===== config.mk =====
export PLATFORM = sky130hd
export DESIGN_NAME = int_rs
export DESIGN_NICKNAME = d
export VERILOG_FILES = /design/src/rtl/int_rs_pkg.sv /design/src/rtl/int_rs_age_matrix.sv /design/src/rtl/int_rs.sv
export SDC_FILE = /design/constraint.sdc
export NUM_CORES = 1
export LEC_CHECK = 0
export BUFFER_PORTS_ARGS = -buffer_cell sky130_fd_sc_hd__buf_4
export CAP_MARGIN = 10
export CORE_MARGIN = 1.5
export CORE_UTILIZATION = 25
export CTS_BUF_LIST = sky130_fd_sc_hd__clkbuf_8 sky130_fd_sc_hd__clkbuf_16
export DETAILED_ROUTE_END_ITERATION = 8
export PLACE_DENSITY = 0.41
export SYNTH_ARGS = -nofsm -noshare
export SYNTH_HDL_FRONTEND = slang
export SYNTH_SLANG_ARGS = --single-unit
export TNS_END_PERCENT = 5

===== constraint.sdc =====
create_clock -name clk -period 6.9 [get_ports clk]
set_input_delay 1.38 -clock clk [delete_from_list [all_inputs] [get_ports clk]]
set_output_delay 1.38 -clock clk [all_outputs]
set_load 0.02 [all_outputs]

===== src/rtl/int_rs_pkg.sv =====
// Shared defaults (cpu_params) and uop/entry/issue types (int_rs_types) for
// the integer reservation station.
package cpu_params;
   localparam int RS_DEPTH   = 8;
   localparam int CDB_WIDTH  = 2;
   localparam int PRF_IDX_W  = 6;
   localparam int ROB_ID_W   = 6;
   localparam int ARCH_IDX_W = 5;
   localparam int XLEN       = 32;
endpackage

package int_rs_types;
   import cpu_params::*;

   typedef enum logic [3:0] {
      ALU_ADD, ALU_SUB, ALU_AND, ALU_OR, ALU_XOR,
      ALU_SLL, ALU_SRL, ALU_SRA, ALU_SLT, ALU_SLTU
   } alu_op_e;

   typedef enum logic [1:0] {OP1_RS1, OP1_PC, OP1_ZERO} op1_sel_e;
   typedef enum logic [1:0] {OP2_RS2, OP2_IMM, OP2_FOUR} op2_sel_e;

   typedef struct packed {
      alu_op_e                 opcode;
      op1_sel_e                op1_sel;
      op2_sel_e                op2_sel;
      logic [XLEN-1:0]         imm;
      logic [PRF_IDX_W-1:0]    rs1_phy;
      logic                    rs1_rdy;
      logic [PRF_IDX_W-1:0]    rs2_phy;
      logic                    rs2_rdy;
      logic [PRF_IDX_W-1:0]    rd_phy;
      logic [ARCH_IDX_W-1:0]   rd_arch;
      logic [ROB_ID_W-1:0]     rob_id;
   } int_rs_dispatch_t;

   // Stored payload: readiness lives in the entry flags, not here.
   typedef struct packed {
      alu_op_e                 opcode;
      op1_sel_e                op1_sel;
      op2_sel_e                op2_sel;
      logic [XLEN-1:0]         imm;
      logic [PRF_IDX_W-1:0]    rs1_phy;
      logic [PRF_IDX_W-1:0]    rs2_phy;
      logic [PRF_IDX_W-1:0]    rd_phy;
      logic [ARCH_IDX_W-1:0]   rd_arch;
      logic [ROB_ID_W-1:0]     rob_id;
   } int_rs_payload_t;

   typedef struct packed {
      logic            valid;
      logic            src1_rdy;
      logic            src2_rdy;
      int_rs_payload_t payload;
   } int_rs_entry_t;

   typedef struct packed {
      alu_op_e                 opcode;
      op1_sel_e                op1_sel;
      op2_sel_e                op2_sel;
      logic [XLEN-1:0]         imm;
      logic [XLEN-1:0]         rs1_value;
      logic [XLEN-1:0]         rs2_value;
      logic [PRF_IDX_W-1:0]    rd_phy;
      logic [ARCH_IDX_W-1:0]   rd_arch;
      logic [ROB_ID_W-1:0]     rob_id;
   } fu_alu_reg_t;
endpackage


===== src/rtl/int_rs_age_matrix.sv =====
// Age matrix for the integer RS: age_q[j][k]=1 means entry k is older than j.
// Selects the oldest eligible entry.
module int_rs_age_matrix #(
   parameter int RS_DEPTH = 8,
   parameter int IDX_W    = 3
)(
   input  logic                clk,
   input  logic                rst,
   input  logic                flush_i,
   input  logic                alloc_en_i,
   input  logic [IDX_W-1:0]    alloc_idx_i,
   input  logic [RS_DEPTH-1:0] valid_i,
   input  logic                issue_en_i,
   input  logic [IDX_W-1:0]    issue_idx_i,
   input  logic [RS_DEPTH-1:0] eligible_i,
   output logic [IDX_W-1:0]    sel_idx_o
);
   logic [RS_DEPTH-1:0][RS_DEPTH-1:0] age_q, age_d;
   logic [RS_DEPTH-1:0]               oldest;

   always_comb begin
      age_d = age_q;
      for (int j = 0; j < RS_DEPTH; j++) begin
         for (int k = 0; k < RS_DEPTH; k++) begin
            if (alloc_en_i && alloc_idx_i == IDX_W'(j)) age_d[j][k] = valid_i[k];
            if (alloc_en_i && alloc_idx_i == IDX_W'(k)) age_d[j][k] = 1'b0;
            // An entry leaving this cycle must not count as older for a newcomer.
            if (issue_en_i && (issue_idx_i == IDX_W'(j) || issue_idx_i == IDX_W'(k)))
               age_d[j][k] = 1'b0;
         end
      end
   end

   always_ff @(posedge clk) begin
      if (rst || flush_i) age_q <= '0;
      else                age_q <= age_d;
   end

   always_comb begin
      for (int j = 0; j < RS_DEPTH; j++)
         oldest[j] = eligible_i[j] && ((age_q[j] & eligible_i) == '0);
      sel_idx_o = '0;
      for (int j = RS_DEPTH-1; j >= 0; j--)
         if (oldest[j]) sel_idx_o = IDX_W'(j);
   end
endmodule


===== src/rtl/int_rs.sv =====
// Integer reservation station: CDB wakeup, single issue to the ALU.
// Define INT_RS_AGE_SELECT_EN for oldest-first select; default is lowest index.
module int_rs
   import int_rs_types::*;
#(
   parameter int RS_DEPTH  = cpu_params::RS_DEPTH,
   parameter int CDB_WIDTH = cpu_params::CDB_WIDTH,
   parameter int PRF_IDX_W = cpu_params::PRF_IDX_W
)(
   input  logic                                clk,
   input  logic                                rst,
   input  logic                                flush,
   input  logic                                dispatch_valid,
   output logic                                dispatch_ready,
   input  int_rs_dispatch_t                    dispatch_uop,
   input  logic [CDB_WIDTH-1:0]                cdb_valid,
   input  logic [CDB_WIDTH-1:0][PRF_IDX_W-1:0] cdb_rd_phy,
   output logic [PRF_IDX_W-1:0]                prf_rs1_phy,
   output logic [PRF_IDX_W-1:0]                prf_rs2_phy,
   input  logic [31:0]                         prf_rs1_value,
   input  logic [31:0]                         prf_rs2_value,
   output logic                                int_rs_valid,
   input  logic                                fu_alu_ready,
   output fu_alu_reg_t                         fu_alu_reg_out
);
   localparam int IDX_W = (RS_DEPTH > 1) ? $clog2(RS_DEPTH) : 1;

   int_rs_entry_t       entry_q [RS_DEPTH];
   int_rs_entry_t       entry_d [RS_DEPTH];
   logic [RS_DEPTH-1:0] valid_vec, elig_vec;
   logic [IDX_W-1:0]    alloc_idx, sel_idx;
   logic                disp_fire, issue_fire;
   logic                disp_hit1, disp_hit2;
   int_rs_payload_t     sel_p;

   for (genvar i = 0; i < RS_DEPTH; i++) begin : g_vec
      assign valid_vec[i] = entry_q[i].valid;
      assign elig_vec[i]  = entry_q[i].valid && entry_q[i].src1_rdy && entry_q[i].src2_rdy;
   end

   assign dispatch_ready = ~&valid_vec;
   assign disp_fire      = dispatch_valid && dispatch_ready && !flush;
   assign int_rs_valid   = (|elig_vec) && !flush;
   assign issue_fire     = int_rs_valid && fu_alu_ready;

   always_comb begin
      alloc_idx = '0;
      for (int i = RS_DEPTH-1; i >= 0; i--)
         if (!entry_q[i].valid) alloc_idx = IDX_W'(i);
   end

`ifdef INT_RS_AGE_SELECT_EN
   int_rs_age_matrix #(
      .RS_DEPTH (RS_DEPTH),
      .IDX_W    (IDX_W)
   ) u_age (
      .clk         (clk),
      .rst         (rst),
      .flush_i     (flush),
      .alloc_en_i  (disp_fire),
      .alloc_idx_i (alloc_idx),
      .valid_i     (valid_vec),
      .issue_en_i  (issue_fire),
      .issue_idx_i (sel_idx),
      .eligible_i  (elig_vec),
      .sel_idx_o   (sel_idx)
   );
`else
   always_comb begin
      sel_idx = '0;
      for (int i = RS_DEPTH-1; i >= 0; i--)
         if (elig_vec[i]) sel_idx = IDX_W'(i);
   end
`endif

   // A tag broadcast in the dispatch cycle would otherwise be missed forever.
   always_comb begin
      disp_hit1 = dispatch_uop.rs1_rdy;
      disp_hit2 = dispatch_uop.rs2_rdy;
      for (int c = 0; c < CDB_WIDTH; c++) begin
         if (cdb_valid[c] && cdb_rd_phy[c] == dispatch_uop.rs1_phy) disp_hit1 = 1'b1;
         if (cdb_valid[c] && cdb_rd_phy[c] == dispatch_uop.rs2_phy) disp_hit2 = 1'b1;
      end
   end

   always_comb begin
      for (int i = 0; i < RS_DEPTH; i++) begin
         entry_d[i] = entry_q[i];
         for (int c = 0; c < CDB_WIDTH; c++) begin
            if (cdb_valid[c] && cdb_rd_phy[c] == entry_q[i].payload.rs1_phy)
               entry_d[i].src1_rdy = 1'b1;
            if (cdb_valid[c] && cdb_rd_phy[c] == entry_q[i].payload.rs2_phy)
               entry_d[i].src2_rdy = 1'b1;
         end
      end
      if (issue_fire) entry_d[sel_idx].valid = 1'b0;
      if (disp_fire) begin
         entry_d[alloc_idx].valid           = 1'b1;
         entry_d[alloc_idx].src1_rdy        = disp_hit1;
         entry_d[alloc_idx].src2_rdy        = disp_hit2;
         entry_d[alloc_idx].payload.opcode  = dispatch_uop.opcode;
         entry_d[alloc_idx].payload.op1_sel = dispatch_uop.op1_sel;
         entry_d[alloc_idx].payload.op2_sel = dispatch_uop.op2_sel;
         entry_d[alloc_idx].payload.imm     = dispatch_uop.imm;
         entry_d[alloc_idx].payload.rs1_phy = dispatch_uop.rs1_phy;
         entry_d[alloc_idx].payload.rs2_phy = dispatch_uop.rs2_phy;
         entry_d[alloc_idx].payload.rd_phy  = dispatch_uop.rd_phy;
         entry_d[alloc_idx].payload.rd_arch = dispatch_uop.rd_arch;
         entry_d[alloc_idx].payload.rob_id  = dispatch_uop.rob_id;
      end
      if (flush)
         for (int i = 0; i < RS_DEPTH; i++) entry_d[i].valid = 1'b0;
   end

   // Only the valid bits are reset; payload and ready flags are qualified by valid.
   always_ff @(posedge clk) begin
      if (rst) begin
         for (int i = 0; i < RS_DEPTH; i++) entry_q[i].valid <= 1'b0;
      end else begin
         for (int i = 0; i < RS_DEPTH; i++) entry_q[i] <= entry_d[i];
      end
   end

   assign sel_p       = entry_q[sel_idx].payload;
   assign prf_rs1_phy = sel_p.rs1_phy;
   assign prf_rs2_phy = sel_p.rs2_phy;

   always_comb begin
      fu_alu_reg_out.opcode    = sel_p.opcode;
      fu_alu_reg_out.op1_sel   = sel_p.op1_sel;
      fu_alu_reg_out.op2_sel   = sel_p.op2_sel;
      fu_alu_reg_out.imm       = sel_p.imm;
      fu_alu_reg_out.rs1_value = prf_rs1_value;
      fu_alu_reg_out.rs2_value = prf_rs2_value;
      fu_alu_reg_out.rd_phy    = sel_p.rd_phy;
      fu_alu_reg_out.rd_arch   = sel_p.rd_arch;
      fu_alu_reg_out.rob_id    = sel_p.rob_id;
   end
endmodule


=== Word-level counts from Yosys, hierarchy flattened ===
Memories as Yosys holds them, arrays and structs flattened.
Cells that the tools add are included.

* Register bits after elaboration: 0
* Logic and storage cells: 225
* Memories: 1
* Memory bits (writable): 576

* $lt $le $gt $ge: 4
* Eq/ne operators: 36
* Mux-type cells: 112
* Reduce and logical (&&, ||, !) cells: 62
* Bitwise gates (word level): 10

{| class="wikitable"
|+ Memory list
! name !! words !! bits a word !! read ports !! clocked after memory_dff !! write ports !! line !! RTL
|-
| entry_q || 8 || 72 || 9 || 0 || 8 || int_rs.sv:28 || <nowiki>int_rs_entry_t entry_q [RS_DEPTH];</nowiki>
|}

{| class="wikitable"
|+ Operator list
! kind !! count
|-
| $bwmux 576 || 13
|-
| $demux 72 s3 || 13
|-
| $mux 576 || 2
|-
| $eq 6x6->1 || 36
|-
| $mux 72 || 2
|-
| $mux 71 || 1
|-
| $mux 70 || 1
|-
| $mux 69 || 1
|-
| $mux 65 || 1
|-
| $mux 63 || 1
|-
| $mux 61 || 1
|-
| $logic_and 1x1->1 || 58
|-
| $mux 1 || 55
|-
| $mux 3 || 16
|-
| $mux 29 || 1
|-
| $mux 23 || 1
|-
| $mux 17 || 1
|-
| $mux 11 || 1
|-
| $ge 4x4->1 const B || 2
|-
| $lt 4x1->1 const B || 2
|-
| $not 3->4 || 2
|-
| $or 1x1->1 || 8
|-
| $reduce_and 8->1 || 1
|-
| $reduce_or 8->1 || 1
|-
| 2 further kinds || 3
|}

=== Depth between registers and ports, before layout ===
Gate-level depths: netlist of the first run.
An unclocked memory read counts as a cell.

* Word-level depth: 33
* Depth in mapped cells: 10
* Gate-level depth less buffers: 5

=== Worst setup path before layout of the first run ===
Ideal clock, no wire load.

* Kind: in2reg
* Start point: input flush
* End point: memory entry_q[4][0] in the netlist's numbering, enable pin
* Slack: -158 ps
* Path buffers: 0
* Arrival: 6,476 ps
* Stages on the path: 3
* Path through: and4b_1 nand4_1 nor3_1

{| class="wikitable"
|+ RTL lines
! what !! line !! RTL
|-
| from (decl) || int_rs.sv:12 || <nowiki>input logic flush,</nowiki>
|-
| to (decl) || int_rs.sv:28 ||
|}

==> results.json, run 1 <==
{
  "ys_types": 52,
  "synth_area_leader_cell": "edfxtp_1",
  "rows": 130,
  "numPortBuffers": 160,
  "skew_ns": 0.03382,
  "fin_setup_tns_ns": 0,
  "dp_cells": 4375,
  "yosysSeqAreaShare_pct": 54.61,
  "synth_ff_type": "edfxtp_1",
  "grt_max_degree": 89,
  "vias": 22710,
  "design_area_sq_mm": 0.03596,
  "worstMarginPinSlew_ns": 1.174,
  "peakVddDrop_uv": 134.8,
  "vias_per_cell": 5.041,
  "grt_use_total_pct": 17.36,
  "cts_tree": "built",
  "drtIter0Drc": 1899,
  "cp_data_required_time_ns": 5.52,
  "post_drt_wl_per_cell_um": 25.05,
  "timing.rr.end": "entry_q[6][44]",
  "top_regs": "entry_q x576",
  "p_int_mw": 6.066,
  "setup_viol": 0,
  "drtAntennaViolNets": 0,
  "clk_latency_ns": 0.64,
  "finalNetCount": 2955,
  "drt-total-wl_um": 112900,
  "hold_viol": 0,
  "synthTopCellsByCount": "edfxtp_1 (568), and2_1 (557), o21ai_0 (217)",
  "min_period_ns": 5.827,
  "min_path_cells": 2,
  "area_growth_pct": 14.06,
  "synthCells": 2867,
  "crit_arrival_ns": 4.45,
  "cap_violations": 0,
  "p_seq_share_pct": 48.7,
  "hpwl_um": 68390,
  "powerDensity_mw_per_mm2": 219.2,
  "largest_register_ffs": 576,
  "dieHeight_um": 358.1,
  "syn-num-nets": 3021,
  "avgSynthCellArea_sq_um": 11.00,
  "yosys_warnings": 0,
  "rsz0062_at_grt": "no",
  "multi_input_comb_area_sq_mm": 0.01233,
  "drt_first_pass_iters": 5,
  "leakagePower_nw": 12.87,
  "worst_hold_path.endpoint": "entry_q[7][71]",
  "postPlaceCellArea_sq_mm": 0.03370,
  "gp_congestion": 0.7814,
  "cts_buffer_depth": 3,
  "cts_buffers": 74,
  "synth_top_area_share_pct": 54.10,
  "synth_area_leaders": "edfxtp_1 (54%), and2_1 (11%), nor4_1 (3.5%), o21ai_0 (3.4%), xnor2_1 (3.0%)",
  "worstSetupPathType": "register to output port",
  "r2r_setup_slack_ns": 3.33,
  "combPwrFrac_pct": 4.7,
  "slew_headroom_pct": 21.71,
  "clock.fmax_ghz": 0.1716,
  "path_clk_slew_ns": 0.06,
  "dieArea_sq_mm": 0.1283,
  "status": "complete, no violations",
  "synth_most_common_cell": "edfxtp_1",
  "switchingPower_mw": 1.816,
  "cts.repair.resized": 0,
  "htreeDepth": 3,
  "coreArea_sq_mm": 0.1254,
  "fill_cells": 12880,
  "worstSetupEndpointType": "output port",
  "cts-root-buf": "clkbuf_16",
  "reg2regPathDepth": 6,
  "reg2reg_from": "entry_q[1][71]",
  "hp-class": "register to register",
  "antenna_found_initial": 9,
  "async_flop_share_pct": 0,
  "layout-drive-gt1-share_pct": 12.02,
  "start_util_pct": 25.14,
  "drc": 0,
  "dieWidth_um": 358.1,
  "final-seq-area_sq_mm": 0.01722,
  "cts.sinks": 576,
  "synth_edf_count": 568,
  "grt_first_pass_wirelength_um": 163500,
  "slew_viol_final": 0,
  "cts_setup_buffers": 0,
  "num_io_pins": 289,
  "ctsHoldBuffers": 0,
  "swShare_pct": 23.04,
  "fin_crit_sh_pct": 84.46,
  "instances_no_fill": 4505,
  "grt_pass1_vias": 22930,
  "overflow": 0,
  "critPathLaunchType": "register",
  "worstPathMaxFanout": 25,
  "top_register": "entry_q",
  "p_clk_share_pct": 46.6,
  "ys_ff_latch": 576,
  "hold_start": "entry_q[7][71]",
  "synth_area_sq_mm": 0.03153
}
-- worst max path at each step --
stage | start | to | slack [ns] | cells past startpoint
final | entry_q[5][71] | fu_alu_reg_out[97] | 1.07 | 7
after floorplan | flush | entry_q[6][0] | -0.12 | 3
after detailed placement | entry_q[4][71] | fu_alu_reg_out[107] | 1.71 | 7
after global routing | entry_q[5][71] | fu_alu_reg_out[107] | 0.89 | 7
after CTS | entry_q[5][71] | fu_alu_reg_out[107] | 1.01 | 7
after global placement | entry_q[5][71] | fu_alu_reg_out[107] | 1.79 | 7
-- kinds of logic (layout without fill, tap and decap cells) --
family,after synthesis,after routing,share of synthesized area [%]
other,0,2,0
flip-flops,576,576,54.61
buffers and inverters,480,466,6.957
multiplexers,73,73,2.318
AND/OR/NAND/NOR,910,910,17.81
AO/OA/AOI/OAI,612,612,12.30
XOR/XNOR,216,216,6.000
-- power by group through the flow --
stage	Sequential [mW]	Combinational, mW	Clock, mW
floorplan	3.90	0.244	0
CTS	3.84	0.377	3.77
finish	3.84	0.371	3.67
global route	3.84	0.399	3.89
detailed placement	3.91	0.375	0
global placement	3.91	0.371	0
-- cell type report --
cell class	count	area share, %
timing repair buffer	209	4.468
multi-input combinational	1811	34.28
clock inverter	49	0.8351
sequential	576	47.88
clock buffer	79	5.435
inverter	129	1.347
tap	1650	5.741
antenna	2	0.01392
-- layout by cell type, fill, tap and decap left out, types with 7 or more instances in the layout --
cell	n
a21oi_1	138
a221oi_1	69
a22o_1	12
and2_1	552
buf_4	206
clkbuf_16	77
clkinv_1	20
dfxtp_1	8
edfxtp_1	568
inv_1	143
mux2i_1	73
nand2_1	18
nand3_1	11
nand4_1	43
nor3_1	7
nor4_1	174
o2111ai_1	63
o211ai_1	57
o21ai_0	217
o21ai_1	24
or3_1	64
xnor2_1	108
xor2_1	108
-- metal layers --
metal	wire (um)	vias up	GRT usage, %
li1	-	10280	-
met1	48920	11490	22.67
met2	53810	734	28.71
met3	6053	201	2.774
met4	4006	8	6.776
met5	65	-	0
-- stage by stage --
step	hold WS, ns	power [mW]	utilization (%)	setup WS (ns)
after global routing	0.6392	8.131	28.67	0.8881
after global placement	0.5738	4.282	26.87	1.792
after detailed placement	0.5935	4.287	26.87	1.715
after floorplan	0.5431	4.148	-	-0.1216
final	0.6102	7.882	28.67	1.073
after CTS	0.6017	7.981	28.67	1.006
-- critical path: stages, from the launching register on --
cell and delay [ns]:
dfxtp_1 0.41, and3_2 0.58, o211a_1 0.82, and2_2 0.80
buf_4 0.51, a221oi_1 0.14, o211ai_1 0.31, buf_4 0.20
(Power assumes the default switching activity.)
==> inputs of run 2 (changes only) <==
Settings changed: ABC_AREA from default to 1.
Clock period 6.9 ns to 5.1 ns, I/O delays scaled along.
==> run 2 against run 1 <==
Register-to-register slack got worse by 1.5 ns. Largest power group unchanged. Critical endpoint is now fu_alu_reg_out[85]. Sequential power rose by 35%. Clock skew fell by 0.0058 ns. Highest routed layer unchanged. Non-clock buffer count did not move. Largest cell class unchanged. Sequential cell count did not move. Critical path depth rose by 6. First-iteration DRC count fell by 6.6%. Routed wire length rose by 1.3%. Design area barely moved. Via count rose by 9.8%. Power rose by 34%. Synthesized cell count rose by 33%.
==> results.json, run 2 <==
{
  "dieArea_sq_mm": 0.1284,
  "cts-root-buf": "clkbuf_16",
  "timing.rr.end": "entry_q[5][12]",
  "worstMarginPinSlew_ns": 1.217,
  "gp_congestion": 0.8372,
  "slew_viol_final": 0,
  "reg2regPathDepth": 9,
  "fin_crit_sh_pct": 88.08,
  "top_regs": "entry_q x576",
  "hp-class": "register to register",
  "dp_slack_ns": 1.231,
  "worstPathMaxFanout": 170,
  "grt_pass1_vias": 24150,
  "layout_common_cells": "inv_1 (811), nand2_1 (658), nor2_1 (590), nand3_1 (571), edfxtp_1 (568)",
  "synth_edf_count": 568,
  "clk_latency_ns": 0.64,
  "p_clk_share_pct": 46.5,
  "cts_buffers": 72,
  "grt_use_total_pct": 17.57,
  "hold_start": "entry_q[6][71]",
  "path_clk_slew_ns": 0.06,
  "synth_top_area_share_pct": 54.04,
  "cts_tree": "built",
  "ys_ff_latch": 576,
  "layout-drive-gt1-share_pct": 8.583,
  "num_io_pins": 289,
  "drt-total-wl_um": 114400,
  "overflow": 0,
  "reg2reg_from": "entry_q[6][71]",
  "rows": 130,
  "syn-num-nets": 3954,
  "switchingPower_mw": 2.472,
  "antennaDiodeCount": 0,
  "ctsHoldBuffers": 0,
  "cts_setup_buffers": 0,
  "synth_most_common_cell": "inv_1",
  "synthTopCellsByCount": "inv_1 (785), nand2_1 (660), nor2_1 (598)",
  "instances_no_fill": 5495,
  "dieWidth_um": 358.3,
  "grt_first_pass_wirelength_um": 166100,
  "min_period_ns": 4.492,
  "min_path_cells": 2,
  "finalNetCount": 3950,
  "setup_viol": 0,
  "slew_headroom_pct": 18.84,
  "numPortBuffers": 160,
  "drc": 0,
  "leakagePower_nw": 16.09,
  "skew_ns": 0.02806,
  "async_flop_share_pct": 0,
  "coreArea_sq_mm": 0.1254,
  "clock.fmax_ghz": 0.2226,
  "avgSynthCellArea_sq_um": 8.307,
  "synth_area_sq_mm": 0.03157,
  "post_drt_wl_per_cell_um": 20.81,
  "worst_hold_path.endpoint": "entry_q[6][71]",
  "worstSetupEndpointType": "output port",
  "synthCells": 3800,
  "swShare_pct": 23.36,
  "area_growth_pct": 13.91,
  "dieHeight_um": 358.3,
  "synth_area_leader_cell": "edfxtp_1",
  "powerDensity_mw_per_mm2": 294.4,
  "yosys_warnings": 0,
  "dp_cells": 5372,
  "p_int_mw": 8.113,
  "cts.sinks": 576,
  "yosysSeqAreaShare_pct": 54.54,
  "rsz0062_at_grt": "no",
  "synth_ff_type": "edfxtp_1",
  "vias_per_cell": 4.539,
  "cts.repair.resized": 0,
  "synth_area_leaders": "edfxtp_1 (54%), inv_1 (9.3%), nand3_1 (9.1%), nand2_1 (7.8%), nor2_1 (7.1%)",
  "critPathLaunchType": "register",
  "vias": 24940,
  "largest_register_ffs": 576,
  "ys_types": 35,
  "cts_buffer_depth": 3,
  "drt_first_pass_iters": 5,
  "crit_arrival_ns": 3.47,
  "hold_viol": 0,
  "combPwrFrac_pct": 4.7,
  "worstSetupPathType": "register to output port",
  "antenna_found_initial": 1,
  "htreeDepth": 3,
  "top_register": "entry_q",
  "drtIter0Drc": 1773,
  "start_util_pct": 25.17,
  "status": "complete, no violations",
  "final_common_cell": "inv_1",
  "grt_max_degree": 186,
  "hold_slack_ns": 0.5169,
  "r2r_setup_slack_ns": 1.79,
  "final.setup.worst_slack_ns": 0.6079,
  "hpwl_um": 62990,
  "cp_data_required_time_ns": 4.08,
  "drtAntennaViolNets": 0,
  "p_seq_share_pct": 48.8,
  "cap_violations": 0,
  "peakVddDrop_uv": 226.9
}
run 2: changes by cell type after synthesis, sizes merged, moves of 92 or more:
cell and change:
nand2 +643, o21ai -198, and2 -558, clkbuf -124, nor2 +589, nand3 +565, inv +663, a21oi -92
nor4 -169, xnor2 -94
run 2: critical path, stage by stage (launching register included):
cell and delay [ns]:
dfxtp_1 0.40, nand3_1 0.16, nand2_1 0.11, nand2_1 0.05, nand2_1 0.06, nand2_1 0.12, nand2_8 0.35, buf_12 0.66
nand3_1 0.15, nand3_1 0.13, nand2_1 0.07, inv_1 0.05, nand2_1 0.21, buf_4 0.25
run 2: power by group through the flow:
stage / logic [mW] / clock network [mW] / registers [mW]
after floorplan: 0.327 / 0 / 5.26
after global placement: 0.500 / 0 / 5.27
after detailed placement: 0.499 / 0 / 5.27
after CTS: 0.501 / 5.07 / 5.17
after global routing: 0.532 / 5.22 / 5.17
final: 0.494 / 4.92 / 5.17
run 2: worst max-delay path by stage:
stage,startpoint,endpoint,slack (ns),cells past startpoint
floorplan,flush,entry_q[5][0],-0.02,6
CTS,entry_q[7][71],fu_alu_reg_out[115],0.53,15
global route,entry_q[7][71],fu_alu_reg_out[115],0.32,15
finish,entry_q[5][71],fu_alu_reg_out[85],0.61,13
global placement,entry_q[7][71],fu_alu_reg_out[115],1.12,15
detailed placement,entry_q[7][71],fu_alu_reg_out[115],1.23,15
run 2: area by class of cell:
cell class	instances	area (sq um)
clock buffers	74	1852
clock inverters	49	357.8
fillers	13390	89450
inverters	799	3012
multi-input cells	2138	9746
flip-flops and latches	576	17220
well taps	1650	2064
repair buffers	209	1707
run 2: cells by family (layout without fill, tap and decap cells):
group | Yosys count | after routing | share of synthesized area (%)
and+or+nand+nor | 1892 | 1892 | 25.26
buffers and inverters | 1086 | 1131 | 15.11
DFF | 576 | 576 | 54.54
AOI/OAI and AO/OA | 209 | 209 | 4.063
xor gates and xnor gates | 37 | 37 | 1.027
run 2: metrics by stage:
step | total power, mW | area, sq um | util (%) | setup TNS, ns
after detailed placement | 5.766 | 33740 | 26.91 | 0
after global routing | 10.92 | 35950 | 28.67 | 0
after CTS | 10.73 | 35950 | 28.67 | 0
final | 10.59 | 35950 | 28.67 | 0
after floorplan | 5.590 | 31570 | - | -2.984
after global placement | 5.766 | 33740 | 26.91 | 0
run 2: routing by layer:
metal | track usage, % | share of wire, %
met1 | 23.35 | 44
met2 | 29.99 | 48
met3 | 2.046 | 4.9
met4 | 4.928 | 2.2
met5 | 0 | 0.0070
==> inputs of run 3 (changes only) <==
Settings changed: CORE_UTILIZATION 25 to 26, PLACE_DENSITY 0.41 to 0.42.
==> run 3 against run 2 <==
First-iteration DRC count grew 8.5%. Register-to-register slack worse by 0.06 ns. Combinational power about the same. Via count fell by 0.27%. Clock-buffer cell count decreased by 2. Largest power group unchanged. Power fell by 1.1%. Global-route usage is 0.32 points higher. Die area is 3.8% lower. Sequential share of layout area rose by 0.19 points. Core utilization up 1.1 points. Critical path type unchanged.
==> results.json, run 3 (synthesis gave the netlist of run 2 again) <==
{
  "layout_common_cells": "inv_1 (806), nand2_1 (658), nor2_1 (590), nand3_1 (571), edfxtp_1 (568)",
  "power.total_mw": 10.47,
  "top_register": "entry_q",
  "numPortBuffers": 160,
  "final_common_cell": "inv_1",
  "num_io_pins": 289,
  "cts.sinks": 576,
  "worstPathMaxFanout": 214,
  "skew_ns": 0.03133,
  "cts_tree": "built",
  "rows": 127,
  "antennaDiodeCount": 0,
  "design_area_sq_mm": 0.03581,
  "vias_per_cell": 4.561,
  "fill_cells": 12950,
  "grtUsageMet2_pct": 30.19,
  "drtIter0Drc": 1924,
  "clk_latency_ns": 0.64,
  "crit_arrival_ns": 3.70,
  "hold_slack_ns": 0.5148,
  "finalNetCount": 3945,
  "drt-total-wl_um": 111700,
  "powerDensity_mw_per_mm2": 292.4,
  "clock.fmax_ghz": 0.2121,
  "peakVddDrop_uv": 254.9,
  "status": "complete, no violations",
  "overflow": 0,
  "postPlaceCellArea_sq_mm": 0.03366,
  "final.setup.worst_slack_ns": 0.3845,
  "worstSetupEndpointType": "output port",
  "met3_usage_pct": 2.590,
  "cts.repair.resized": 0,
  "worstMarginPinSlew_ns": 1.329,
  "layout-drive-gt1-share_pct": 8.303,
  "cts-root-buf": "clkbuf_16",
  "grt_pass1_vias": 23760,
  "grt.busiest_layer": "met2",
  "dieArea_sq_mm": 0.1235,
  "cap_violations": 0,
  "path_clk_slew_ns": 0.06,
  "fin_setup_tns_ns": 0,
  "fin_crit_sh_pct": 92.46,
  "hold_viol": 0,
  "drtAntennaViolNets": 0,
  "instances_no_fill": 5454,
  "post_drt_wl_per_cell_um": 20.48,
  "slew_headroom_pct": 11.39,
  "vias": 24880,
  "hp-class": "register to register",
  "cp_data_required_time_ns": 4.08,
  "min_period_ns": 4.715,
  "drc": 0,
  "htreeDepth": 3,
  "largest_register_ffs": 576,
  "dp_cells": 5331,
  "dieWidth_um": 351.4,
  "grt_first_pass_wirelength_um": 162900,
  "rsz0062_at_grt": "no",
  "area_growth_pct": 13.46,
  "dp_slack_ns": 1.099,
  "cts_buffer_depth": 3,
  "met1_usage_pct": 23.58,
  "cts_setup_buffers": 0,
  "critPathLaunchType": "register",
  "grt_use_total_pct": 17.89,
  "worstSetupPathType": "register to output port",
  "setup_viol": 0,
  "antenna_found_initial": 1,
  "cts_buffers": 70,
  "grt_max_degree": 215,
  "start_util_pct": 26.28,
  "coreArea_sq_mm": 0.1201,
  "final_core_util_pct": 29.81,
  "top_regs": "entry_q x576",
  "slew_viol_final": 0,
  "gp_congestion": 0.8682,
  "dieHeight_um": 351.4,
  "hpwl_um": 62100,
  "ctsHoldBuffers": 0,
  "leakagePower_nw": 16.01,
  "drt_first_pass_iters": 5
}
[run 3: layout make-up]
cell class,count,area (sq um),area share [%]
multi-input combinational,2138,9746,27.21
tap,1612,2017,5.632
clock inverter,51,349.1,0.9747
inverter,799,3012,8.409
sequential,576,17220,48.07
clock buffer,72,1802,5.031
timing repair buffer,206,1672,4.668
[run 3: path summary, 6_finish.rpt]
path | start | end | slack [ns] | cells past startpoint
max | entry_q[0][70] | fu_alu_reg_out[5] | 0.38 | 9
min | entry_q[6][71] | entry_q[6][71] | 0.51 | 2
max reg2reg | entry_q[7][71] | entry_q[6][70] | 1.73 | 12
min reg2reg | entry_q[6][71] | entry_q[6][71] | 0.51 | 2
[run 3: worst max-delay path: stages (launching register included)]
cell      delay, ns
edfxtp_1       0.43
nand3_4        0.18
buf_12         0.64
buf_4          0.71
nand3_1        0.16
nand3_1        0.12
nand2_1        0.06
inv_1          0.05
nand2_1        0.10
buf_4          0.18
[run 3: report_power, final]
group          switching (mW)  internal, mW
logic                   0.361         0.131
clock network            2.10          2.71
registers              0.0107          5.16
total                    2.47          8.00
[run 3: metal layers]
layer / routed length (um) / vias to the layer above
met5: 0 / -
met4: 2946 / 0
met3: 6256 / 191
met2: 53640 / 680
met1: 48860 / 12030
li1: - / 11980
